===== config.mk =====
export PLATFORM = sky130hd
export DESIGN_NAME = lfsr_error_injector
export DESIGN_NICKNAME = d
export VERILOG_FILES = /design/src/rtl/lfsr_inj_pkg.sv /design/src/rtl/lfsr_error_injector.sv
export SDC_FILE = /design/constraint.sdc
export NUM_CORES = 1
export LEC_CHECK = 0
export ABC_AREA = 1
export CORE_ASPECT_RATIO = 0.5
export CORE_MARGIN = 1.5
export CORE_UTILIZATION = 53
export CTS_CLUSTER_DIAMETER = 30
export CTS_CLUSTER_SIZE = 40
export DETAILED_ROUTE_END_ITERATION = 16
export PLACE_DENSITY_LB_ADDON = 0.15
export REMOVE_ABC_BUFFERS = 1
export SLEW_MARGIN = 5
export SYNTH_ARGS = -nofsm -noshare
export SYNTH_HDL_FRONTEND = slang
export SYNTH_SLANG_ARGS = --single-unit

===== constraint.sdc =====
create_clock -name clk -period 1.98 [get_ports clk]
set_input_delay 0.198 -clock clk [delete_from_list [all_inputs] [get_ports clk]]
set_output_delay 0.198 -clock clk [all_outputs]
set_load 0.02 [all_outputs]

===== src/rtl/lfsr_inj_pkg.sv =====
// Shared encodings for the LFSR error injector: mode codes and FSM states.
package lfsr_inj_pkg;

  localparam logic [1:0] OFF      = 2'd0;
  localparam logic [1:0] SINGLE   = 2'd1;
  localparam logic [1:0] PERIODIC = 2'd2;
  localparam logic [1:0] BURST    = 2'd3;

  localparam int BURST_W = 4;

  typedef enum logic [1:0] {
    IDLE   = 2'd0,
    COUNT  = 2'd1,
    INJECT = 2'd2
  } state_t;

endpackage


===== src/rtl/lfsr_error_injector.sv =====
// Forwards a valid/data beat stream, flipping one chosen bit on selected beats.
// Latency 1 cycle, all outputs registered; no backpressure, every beat is forwarded.
module lfsr_error_injector
  import lfsr_inj_pkg::*;
#(
  parameter int DATA_W   = 8,
  parameter int PERIOD_W = 16,
  parameter int CNT_W    = 16,
  localparam int POS_W   = $clog2(DATA_W)
) (
  input  logic                clk,
  input  logic                i_rst,
  input  logic                i_valid,
  input  logic [DATA_W-1:0]   i_data,
  input  logic [1:0]          i_mode,
  input  logic                i_trigger,
  input  logic [PERIOD_W-1:0] i_period,
  input  logic [BURST_W-1:0]  i_burst_len,
  input  logic [POS_W-1:0]    i_bit_sel,
  input  logic                i_rotate,
  input  logic                i_clr_count,
  output logic                o_valid,
  output logic [DATA_W-1:0]   o_data,
  output logic                o_err,
  output logic [CNT_W-1:0]    o_inj_count,
  output logic                o_busy
);

  state_t              state_q, state_d;
  logic [PERIOD_W-1:0] period_cnt_q, period_cnt_d;
  logic [BURST_W-1:0]  burst_cnt_q, burst_cnt_d;
  logic [POS_W-1:0]    pos_q, pos_d;
  logic                trig_q, trig_d;
  logic [1:0]          mode_q, mode_d;

  logic                valid_q, valid_d;
  logic [DATA_W-1:0]   data_q, data_d;
  logic                err_q, err_d;
  logic [CNT_W-1:0]    cnt_q, cnt_d;
  logic                busy_q, busy_d;

  logic                trig_edge;
  logic                mode_chg;
  logic                corrupt;
  logic [PERIOD_W-1:0] period_load;
  logic [BURST_W-1:0]  burst_load;
  logic [DATA_W-1:0]   flip_mask;

  assign trig_edge   = i_trigger & ~trig_q;
  assign mode_chg    = (i_mode != mode_q);
  assign period_load = (i_period == '0) ? PERIOD_W'(1) : i_period;
  assign burst_load  = ((i_mode == BURST) && (i_burst_len != '0)) ? i_burst_len : BURST_W'(1);
  // A mode change aborts the burst, so the beat in that cycle goes out clean.
  assign corrupt     = (state_q == INJECT) && i_valid && !mode_chg;
  assign flip_mask   = DATA_W'(1) << pos_q;

  always_comb begin
    state_d      = state_q;
    period_cnt_d = period_cnt_q;
    burst_cnt_d  = burst_cnt_q;
    pos_d        = pos_q;

    if (mode_chg) begin
      state_d      = IDLE;
      period_cnt_d = '0;
      burst_cnt_d  = '0;
      pos_d        = i_bit_sel;
    end else begin
      case (state_q)
        IDLE: begin
          pos_d = i_bit_sel;
          if (i_mode == SINGLE) begin
            if (trig_edge) begin
              state_d     = INJECT;
              burst_cnt_d = BURST_W'(1);
            end
          end else if (i_mode != OFF) begin
            state_d      = COUNT;
            period_cnt_d = period_load;
          end
        end
        COUNT: begin
          if (i_valid) begin
            if (period_cnt_q <= PERIOD_W'(1)) begin
              period_cnt_d = '0;
              state_d      = INJECT;
              burst_cnt_d  = burst_load;
            end else begin
              period_cnt_d = period_cnt_q - PERIOD_W'(1);
            end
          end
        end
        INJECT: begin
          if (i_valid) begin
            // Position width is log2(DATA_W), so the increment wraps for free.
            if (i_rotate) begin
              pos_d = pos_q + POS_W'(1);
            end
            if (burst_cnt_q <= BURST_W'(1)) begin
              burst_cnt_d = '0;
              if (i_mode == SINGLE) begin
                state_d = IDLE;
              end else begin
                state_d      = COUNT;
                period_cnt_d = period_load;
              end
            end else begin
              burst_cnt_d = burst_cnt_q - BURST_W'(1);
            end
          end
        end
        default: begin
          state_d = IDLE;
        end
      endcase
    end
  end

  always_comb begin
    valid_d = i_valid;
    err_d   = corrupt;
    data_d  = corrupt ? (i_data ^ flip_mask) : i_data;
    trig_d  = i_trigger;
    mode_d  = i_mode;
    busy_d  = (state_d != IDLE);
    cnt_d   = cnt_q;
    if (i_clr_count) begin
      cnt_d = corrupt ? CNT_W'(1) : '0;
    end else if (corrupt && (cnt_q != '1)) begin
      cnt_d = cnt_q + CNT_W'(1);
    end
  end

  always_ff @(posedge clk) begin
    if (i_rst) begin
      state_q      <= IDLE;
      period_cnt_q <= '0;
      burst_cnt_q  <= '0;
      pos_q        <= i_bit_sel;
      trig_q       <= 1'b0;
      // Track the live mode so leaving reset is not mistaken for a mode change.
      mode_q       <= i_mode;
      valid_q      <= 1'b0;
      data_q       <= '0;
      err_q        <= 1'b0;
      cnt_q        <= '0;
      busy_q       <= 1'b0;
    end else begin
      state_q      <= state_d;
      period_cnt_q <= period_cnt_d;
      burst_cnt_q  <= burst_cnt_d;
      pos_q        <= pos_d;
      trig_q       <= trig_d;
      mode_q       <= mode_d;
      valid_q      <= valid_d;
      data_q       <= data_d;
      err_q        <= err_d;
      cnt_q        <= cnt_d;
      busy_q       <= busy_d;
    end
  end

  assign o_valid     = valid_q;
  assign o_data      = data_q;
  assign o_err       = err_q;
  assign o_inj_count = cnt_q;
  assign o_busy      = busy_q;

endmodule


==> reports/qor.csv, run 1 <==
stage,metric,value,unit
floorplan,die width,119,um
clock_tree,Sink Count,55,
run_status,result of the run,finished clean,
floorplan,die area,0.00726,sq mm
clock_tree,root buffer cell,clkbuf_16,
synth,Synth Flop Type,dfxtp_1,
place,IO buf count,65,
synth,"Seq/Total Area, Yosys",0.317,
floorplan,I/O pins,66,
synth,most frequent cell after synthesis,nand2_1,
clock_tree,Post-CTS Hold Fix Bufs,0,
routing,average wire per standard cell,11.9,um
routing,Starting DRT DRC Count,304,
final_layout,Non-Filler Instances,739,
critical_path,worst endpoint required time,2.22,ns
pwr,overall power,2.63,mW
grt,largest net degree at the start of global routing,22,
synth,Mapped Cells,570,
final_layout,Nets,704,
routing,via/cell ratio,5.13,
floorplan,initial core utilization,0.568,
clock_tree,clock buffer count from CTS,5,
pwr,Max IR drop VDD,0.283,mV
clock_tree,clock latency on the worst-skew pair,0.30,ns
critical_path,CP Capture Type,flip-flop,
timing,setup TNS,0,ns
floorplan,area of the core,0.00628,sq mm
synth,asr flop ratio synth,0,
clock_tree,Longest Clk Path Bufs,2,
critical_path,critical path type,flip-flop to flip-flop,
clock_tree,H-tree depth,2,
routing,total wire length,8820,um
final_layout,area delta synth->final,28.3,%
synth,synth unique cells,31,
synth,number of synthesized flops with an enable pin,3,
synth,Syn Area/Cell,6.25,sq um
final_layout,layout cells sized above 1,0.0645,
timing,unrepaired setup endpoints after global routing,no,
place,post-detail-place hpwl,6710,um
grt,vias in the first global route,3337,
synth,"area leader, netlist",dfxtp_1,
synth,Synth top area share,0.292,
timing,Final setup viols,0,
clock_tree,CTS tree,done,
synth,top post-synthesis cells by count,"135 x nand2_1, 101 x nor2_1, 83 x inv_1",
pwr,Lkg Pwr,2.03,nW
timing,count of pins over their slew limit,0,
min_path,worst hold path class,input pin to flip-flop,
synth,Post-Synthesis Cell Area,0.00356,sq mm
synth,Synth area leaders,"dfxtp_1 29%, nand2_1 14%, nor2_1 11%",
grt,initial antenna violation count,0,
final_layout,Filler cells,540,
timing,final hold violations,0,
timing,Setup Skew,0.00571,ns
grt,global-route wire length before repair,14700,um
final_layout,n_diodes,0,
routing,drt drc,0,
synth,Synth Register Bits,55,
timing,Tightest Pin Transition,0.397,ns
critical_path,CP Launch Type,flip-flop,
critical_path,CP arrival,2.06,ns
floorplan,Die Y-Extent,61.0,um
routing,antenna-violating nets left,0,
timing,Tcrit/Tclk final,0.919,
synth,Synth Warn #,0,
job,max-cap violations,0,
place,placed insts,730,
place,post-placement cell area,0.00440,sq mm
timing,headroom to the max-slew limit,0.735,
grt,gr ovfl total,0,
grt,GRT Total Usage,0.254,
pwr,Power Density,574,mW/mm^2
routing,via count,3792,
timing,max frequency,550,MHz
routing,First-pass DRT Iterations,5,
place,Routability Congestion,0.946,
clock_tree,"Reg clk slew, reported paths",0.07,ns
floorplan,row count,20,
timing,post-layout min period,1.82,ns
final_layout,post-route cell area,0.00457,sq mm
critical_path,Crit Path Max Fanout,5,
## cell families (layout without fill, tap and decap cells)
kind of cell / after synthesis / in the layout / share of synthesized area
AND/OR/NAND/NOR: 313 / 313 / 0.379
buffers and inverters: 97 / 178 / 0.109
AO/OA/AOI/OAI: 78 / 78 / 0.113
flip-flops: 55 / 55 / 0.317
adder cells (fa/ha/maj): 15 / 15 / 0.0527
XOR/XNOR: 12 / 12 / 0.0295
## routing by layer
layer | part of all wire | up-vias | global-route usage
li1 | - | 1964 | -
met3 | 0.054 | 13 | 0.0451
met2 | 0.48 | 117 | 0.474
met4 | 0.011 | 0 | 0.0671
met1 | 0.46 | 1698 | 0.315
met5 | 0 | - | 0
## critical path, stage by stage, from the launching register on
cell,delay [ns]
dfxtp_1,0.37
inv_1,0.07
ha_1,0.22
o21ai_0,0.17
nor2_1,0.09
nand2_1,0.06
nand2_1,0.15
buf_4,0.21
or2_2,0.27
nand2_1,0.07
nand2_1,0.05
inv_1,0.04
## worst paths after layout
kind                                      from                           end  slack (ns)  cells past startpoint
setup / recovery  period_cnt_q[0]$_SDFFE_PP0P_  period_cnt_q[1]$_SDFFE_PP0P_        0.16                     11
hold / removal                       i_trigger             trig_q$_SDFF_PP0_        0.47                      3
setup reg to reg  period_cnt_q[0]$_SDFFE_PP0P_  period_cnt_q[1]$_SDFFE_PP0P_        0.16                     11
hold reg to reg   o_inj_count[15]$_SDFFE_PP0P_  o_inj_count[15]$_SDFFE_PP0P_        0.53                      2
## repair_timing
| item | CTS | global route |
|---|---|---|
| buffers inserted | 0 | 1 |
| gates resized for setup | 0 | 3 |
| setup endpoints to repair | 0 | 10 |
## through the flow
step                      hold WS, ns  utilization  setup slack [ns]
after floorplan                 0.226            -            -0.128
after global placement          0.506        0.700             0.172
after detailed placement        0.522        0.700             0.104
after CTS                       0.468        0.724             0.129
after global routing            0.471        0.728            0.0312
final                           0.469        0.728             0.160
## cell usage in the layout (no fill, tap or decap), types with 2 or more instances in the layout
| cell type | netlist | final |
|---|---|---|
| xor2_1 | 7 | 7 |
| o21ai_0 | 36 | 36 |
| nand2_1 | 135 | 135 |
| clkinvlp_4 | 0 | 2 |
| o21bai_1 | 3 | 3 |
| clkbuf_16 | 0 | 5 |
| nor2_2 | 3 | 3 |
| clkdlybuf4s50_1 | 0 | 65 |
| buf_4 | 3 | 18 |
| nand4_1 | 22 | 22 |
| edfxtp_1 | 3 | 3 |
| inv_1 | 83 | 83 |
| nor3_1 | 2 | 2 |
| nor2_1 | 101 | 101 |
| nand2_2 | 3 | 3 |
| a21oi_1 | 36 | 36 |
| or2_2 | 2 | 2 |
| xnor2_1 | 5 | 5 |
| ha_1 | 15 | 14 |
| nand3_1 | 39 | 39 |
| nor2_4 | 2 | 2 |
| dfxtp_1 | 52 | 52 |
## flip-flops by register name (all words and copies together), names as in the netlist
| signal | cells |
|---|---|
| trig_q | 1 |
| pos_q | 3 |
| o_data | 8 |
| o_valid | 1 |
| mode_q | 2 |
| state_q | 2 |
| o_inj_count | 16 |
| o_err | 1 |
| period_cnt_q | 16 |
| o_busy | 1 |
| burst_cnt_q | 4 |
## area by class of cell
| type | count | area (sq um) | share of cell area |
|---|---|---|---|
| tap | 88 | 110 | 0.0241 |
| timing repair buffer | 85 | 817 | 0.179 |
| sequential | 55 | 1130 | 0.247 |
| inverter | 85 | 323 | 0.0706 |
| clock buffer | 6 | 129 | 0.0282 |
| multi-input combinational | 418 | 2050 | 0.448 |
| clock inverter | 2 | 16.3 | 0.00356 |
## power breakdown
group | leakage, nW | switching, mW | internal (mW)
sequential | 0.455 | 0.0273 | 1.15
clock | 0.0675 | 0.420 | 0.475
combinational | 1.50 | 0.315 | 0.240
total | 2.03 | 0.762 | 1.87
Note: power is estimated with default switching activity, not from simulation.
==> inputs of run 2 (changes only) <==
--- a/config.mk
+++ b/config.mk
@@ -14,6 +14,7 @@
 export DETAILED_ROUTE_END_ITERATION = 16
 export PLACE_DENSITY_LB_ADDON = 0.15
 export REMOVE_ABC_BUFFERS = 1
+export SKIP_CTS_REPAIR_TIMING = 1
 export SLEW_MARGIN = 5
 export SYNTH_ARGS = -nofsm -noshare
 export SYNTH_HDL_FRONTEND = slang
==> results of run 2 <==
The final DEF is identical to that of run 1; final timing and power are the same.
==> inputs of run 3 (changes only) <==
--- a/config.mk
+++ b/config.mk
@@ -7,11 +7,13 @@
 export LEC_CHECK = 0
 export ABC_AREA = 1
 export CORE_ASPECT_RATIO = 0.5
-export CORE_MARGIN = 1.5
+export CORE_MARGIN = 4
 export CORE_UTILIZATION = 53
 export CTS_CLUSTER_DIAMETER = 30
 export CTS_CLUSTER_SIZE = 40
 export DETAILED_ROUTE_END_ITERATION = 16
+export GPL_ROUTABILITY_DRIVEN = 0
+export MAX_ROUTING_LAYER = met4
 export PLACE_DENSITY_LB_ADDON = 0.15
 export REMOVE_ABC_BUFFERS = 1
 export SKIP_CTS_REPAIR_TIMING = 1
==> reports/qor.csv, run 3 (synthesis gave the netlist of run 1 again) <==
stage,metric,value,unit
run_status,result of the run,finished clean,
routing,total wire length,9170,um
routing,via count,3814,
timing,count of pins over their slew limit,0,
grt,largest net degree at the start of global routing,22,
pwr,clock network fraction of total power,0.399,
routing,First-pass DRT Iterations,5,
critical_path,CP Launch Type,flip-flop,
timing,Final setup viols,0,
pwr,Sequential Power Share,0.409,
timing,Tcrit/Tclk final,0.905,
final_layout,"commonest cells after routing, fill and taps aside","134 x nand2_1, 101 x nor2_1, 83 x inv_1, 65 x clkdlybuf4s50_1, 52 x dfxtp_1",
grt,initial antenna violation count,0,
final_layout,area delta synth->final,29.4,%
place,post-detail-place hpwl,6830,um
timing,Setup Skew,0.00593,ns
final_layout,"commonest non-fill, non-tap cell in the layout",nand2_1,
critical_path,critical path type,flip-flop to flip-flop,
floorplan,die width,124,um
pwr,Lkg Pwr,2.05,nW
critical_path,worst endpoint required time,2.23,ns
final_layout,Nets,704,
timing,Tightest Pin Transition,0.402,ns
floorplan,Die Y-Extent,66.0,um
grt,GRT Total Usage,0.237,
routing,Starting DRT DRC Count,320,
clock_tree,clock buffer count from CTS,5,
grt,global-route wire length before repair,15100,um
clock_tree,root buffer cell,clkbuf_16,
timing,headroom to the max-slew limit,0.731,
final_layout,layout cells sized above 1,0.0676,
clock_tree,Sink Count,55,
floorplan,row count,20,
timing,unrepaired setup endpoints after global routing,no,
critical_path,Crit Path Max Fanout,7,
timing,post-layout min period,1.79,ns
clock_tree,"Reg clk slew, reported paths",0.07,ns
grt,vias in the first global route,3464,
pwr,combinational share of power,0.192,
clock_tree,Longest Clk Path Bufs,2,
floorplan,I/O pins,66,
pwr,Max IR drop VDD,0.305,mV
timing,final hold violations,0,
floorplan,initial core utilization,0.568,
critical_path,CP arrival,2.04,ns
routing,via/cell ratio,5.16,
routing,average wire per standard cell,12.4,um
floorplan,die area,0.00818,sq mm
final_layout,n_diodes,0,
pwr,overall power,2.88,mW
place,IO buf count,65,
clock_tree,clock latency on the worst-skew pair,0.30,ns
pwr,NetSw,0.765,mW
pwr,P_int,2.11,mW
floorplan,area of the core,0.00628,sq mm
grt,gr ovfl total,0,
min_path,worst hold path class,input pin to flip-flop,
critical_path,CP Capture Type,flip-flop,
clock_tree,CTS tree,done,
final_layout,post-route cell area,0.00461,sq mm
job,max-cap violations,0,
routing,antenna-violating nets left,0,
place,post-placement cell area,0.00441,sq mm
routing,drt drc,0,
timing,max frequency,558,MHz
timing,minimum hold slack,0.434,ns
clock_tree,H-tree depth,2,
pwr,Switching Fraction,0.266,
pwr,Power Density,624,mW/mm^2
-- run 3: path summary, 6_finish.rpt --
kind	endpoint	cells after the start	from	slack [ns]
setup / recovery	period_cnt_q[1]$_SDFFE_PP0P_	11	period_cnt_q[0]$_SDFFE_PP0P_	0.19
hold / removal	trig_q$_SDFF_PP0_	3	i_trigger	0.43
setup reg to reg	period_cnt_q[1]$_SDFFE_PP0P_	11	period_cnt_q[0]$_SDFFE_PP0P_	0.19
hold reg to reg	o_inj_count[3]$_SDFFE_PP0P_	2	o_inj_count[3]$_SDFFE_PP0P_	0.51
-- run 3: per-stage QoR --
step	setup TNS, ns	utilization	instances	setup slack [ns]
finish	0	0.734	739	0.189
global route	0	0.734	739	0.00534
CTS	0	0.732	739	0.129
detailed placement	0	0.702	731	0.126
global placement	0	0.702	731	0.190
floorplan	-0.758	-	558	-0.128
-- run 3: layout make-up --
cell class	count	area, sq um
clock buffer	6	129
clock inverter	2	60.1
multi-input combinational	418	2050
fill	525	1670
inverter	85	323
sequential	55	1130
timing repair buffer	85	805
tap	88	110
-- run 3: power by group through the flow --
stage | sequential, mW | clock (mW) | combinational [mW]
after global placement | 1.20 | 0 | 0.526
after detailed placement | 1.20 | 0 | 0.537
final | 1.18 | 1.15 | 0.553
after CTS | 1.18 | 1.15 | 0.545
after floorplan | 1.21 | 0 | 0.313
after global routing | 1.18 | 1.21 | 0.622
-- run 3: worst max-delay path, stage by stage, from the launching register on --
cell     delay, ns
dfxtp_1       0.38
inv_1         0.07
ha_1          0.21
o21ai_0       0.18
nor2_1        0.10
nand2_1       0.08
nand2_2       0.11
buf_4         0.20
or2_2         0.27
nand2_1       0.06
nand2_1       0.05
inv_1         0.04
-- run 3: per-layer routing --
layer | part of all wire | vias to the layer above | wire (um) | track usage
met2 | 0.48 | 99 | 4380 | 0.410
met5 | 0 | - | 0 | -
li1 | - | 1968 | - | -
met3 | 0.057 | 14 | 519 | 0.0427
met4 | 0.013 | 0 | 123 | 0.0682
met1 | 0.45 | 1733 | 4150 | 0.287
==> variant, RTL diff (settings of run 1) <==
Set the parameter `PERIOD_W` to 14 (it was 16).
--- a/src/rtl/lfsr_error_injector.sv
+++ b/src/rtl/lfsr_error_injector.sv
@@ -5,5 +5,5 @@
 #(
   parameter int DATA_W   = 8,
-  parameter int PERIOD_W = 16,
+  parameter int PERIOD_W = 14,
   parameter int CNT_W    = 16,
   localparam int POS_W   = $clog2(DATA_W)
Interface: changed (resized i_period); port bits go from 66 to 64. The function was not compared with the original's and may differ.
==> variant against run 1 <==
Design area is 5.6% lower. Hold slack worse by 0.029 ns. Synthesized area is 4.8% lower. Count of clock-buffer cells in the layout is 1 lower. Wire length is 8.0% lower. Sequential cell count is 2 lower. Setup slack better by 0.059 ns. Sequential power is 4% lower. Clock skew is 0.00060 ns higher. Die area is 4.7% lower. Combinational power is 16% lower. Total power is 6.6% lower. Critical path type unchanged. Largest cell class unchanged.
==> variant: results <==
[setup_path]
crit_fanout = 11
cp_slowest_stage_delay_ns = 0.40
slowest_stage = dfxtp_1

[place]
gp_routability_congestion = 0.861
hpwl_um = 6070
io_buffers = 63

[power_and_ir_drop]
p_int_uw = 1770
p_leak_uw = 0.00179
ir_drop_mv = 0.352

[yosys]
synth_cell_type_count = 33
synth.top_cell.area_share_pct = 29.5
synth_ff_type = dfxtp_1
yosysSeqAreaShare_pct = 32.2
synth_area_leaders = dfxtp_1 (30%), nand2_1 (13%), nor2_1 (8.1%), inv_1 (6.4%), nand3_1 (6.0%)

[drt]
drt-wirelength-per-cell_um = 12.0
via_per_inst = 5.21
first_iter_violations = 300
first_pass_iters = 4

[global_routing]
groute.usage.overall_pct = 25.1
grt_max_degree = 18
grt_pass1_wl_um = 13600
grt_pass1_vias = 3194

[status]
status = completed

[cells_and_area]
fillers = 553
final_layout_size_suffix_gt1_share_pct = 10.7

[timing]
finClkSkew_ns = 0.00631
==> variant: cell count changes after synthesis, sizes merged, moves of 2 or more <==
cell / change
xor2: -4
o21bai: +2
a21oi: +12
nand4: -2
dfxtp: -2
inv: -16
o21ai: -7
nor2: -27
nand3: +2
nand2: -11
==> variant: power groups by stage <==
| stage | logic (µW) | clock network, µW | registers (µW) |
|---|---|---|---|
| 2_1_floorplan | 256 | 0 | 1170 |
| 3_3_place_gp | 456 | 0 | 1150 |
| 3_5_place_dp | 462 | 0 | 1160 |
| 4_1_cts | 467 | 871 | 1130 |
| 5_1_grt | 528 | 915 | 1140 |
| 6_report | 468 | 855 | 1130 |
==> variant: worst reg2reg max path, cell delays in order (launching register included) <==
cell and delay, ns:
dfxtp_1 0.40, ha_1 0.20, nand2_1 0.10, nor2_4 0.13
nand2_4 0.09, nor2_8 0.13, nor2_4 0.08, nor2_4 0.30
nand2_1 0.13, a21oi_2 0.15
==> variant: cells by family after synthesis <==
kind of cell / synth area share [%]
flip-flops: 32.2
XOR/XNOR: 2.07
AO/OA/AOI/OAI: 14.3
adder cells (fa/ha/maj): 5.53
AND/OR/NAND/NOR: 36.5
buffers and inverters: 9.37
==> variant: metal layers <==
metal | vias up | GRT usage (%) | share of wire (%)
met1 | 1604 | 30.2 | 45
met5 | - | 0 | 0
li1 | 1814 | - | -
met3 | 11 | 5.01 | 5.7
met2 | 103 | 46.6 | 48
met4 | 0 | 6.45 | 1.1
==> variant: final timing paths <==
check	from	end	slack, ns	depth (start not counted)
max	o_inj_count[1]	o_inj_count[5]	0.22	9
min	i_trigger	trig_q	0.44	3
max reg2reg	o_inj_count[1]	o_inj_count[5]	0.22	9
min reg2reg	burst_cnt_q[1]	burst_cnt_q[1]	0.49	2
==> variant: area by class of cell <==
type / count / area share, %
Sequential cell: 53 / 25.3
Inverter: 68 / 5.91
Timing Repair Buffer: 77 / 17.0
Tap cell: 88 / 2.55
Clock buffer: 5 / 2.90
Clock inverter: 3 / 0.405
Multi-Input combinational cell: 384 / 46.0
==> variant: through the flow <==
step	hold slack, ns	area, µm²	cells	util (%)	worst slack [ns]
floorplan	0.226	3330	505	-	0.136
global placement	0.469	4180	670	68.1	0.101
detailed placement	0.475	4180	670	68.1	0.0508
CTS	0.441	4320	678	70.4	0.164
global route	0.457	4320	678	70.5	0.0217
finish	0.440	4320	678	70.5	0.220
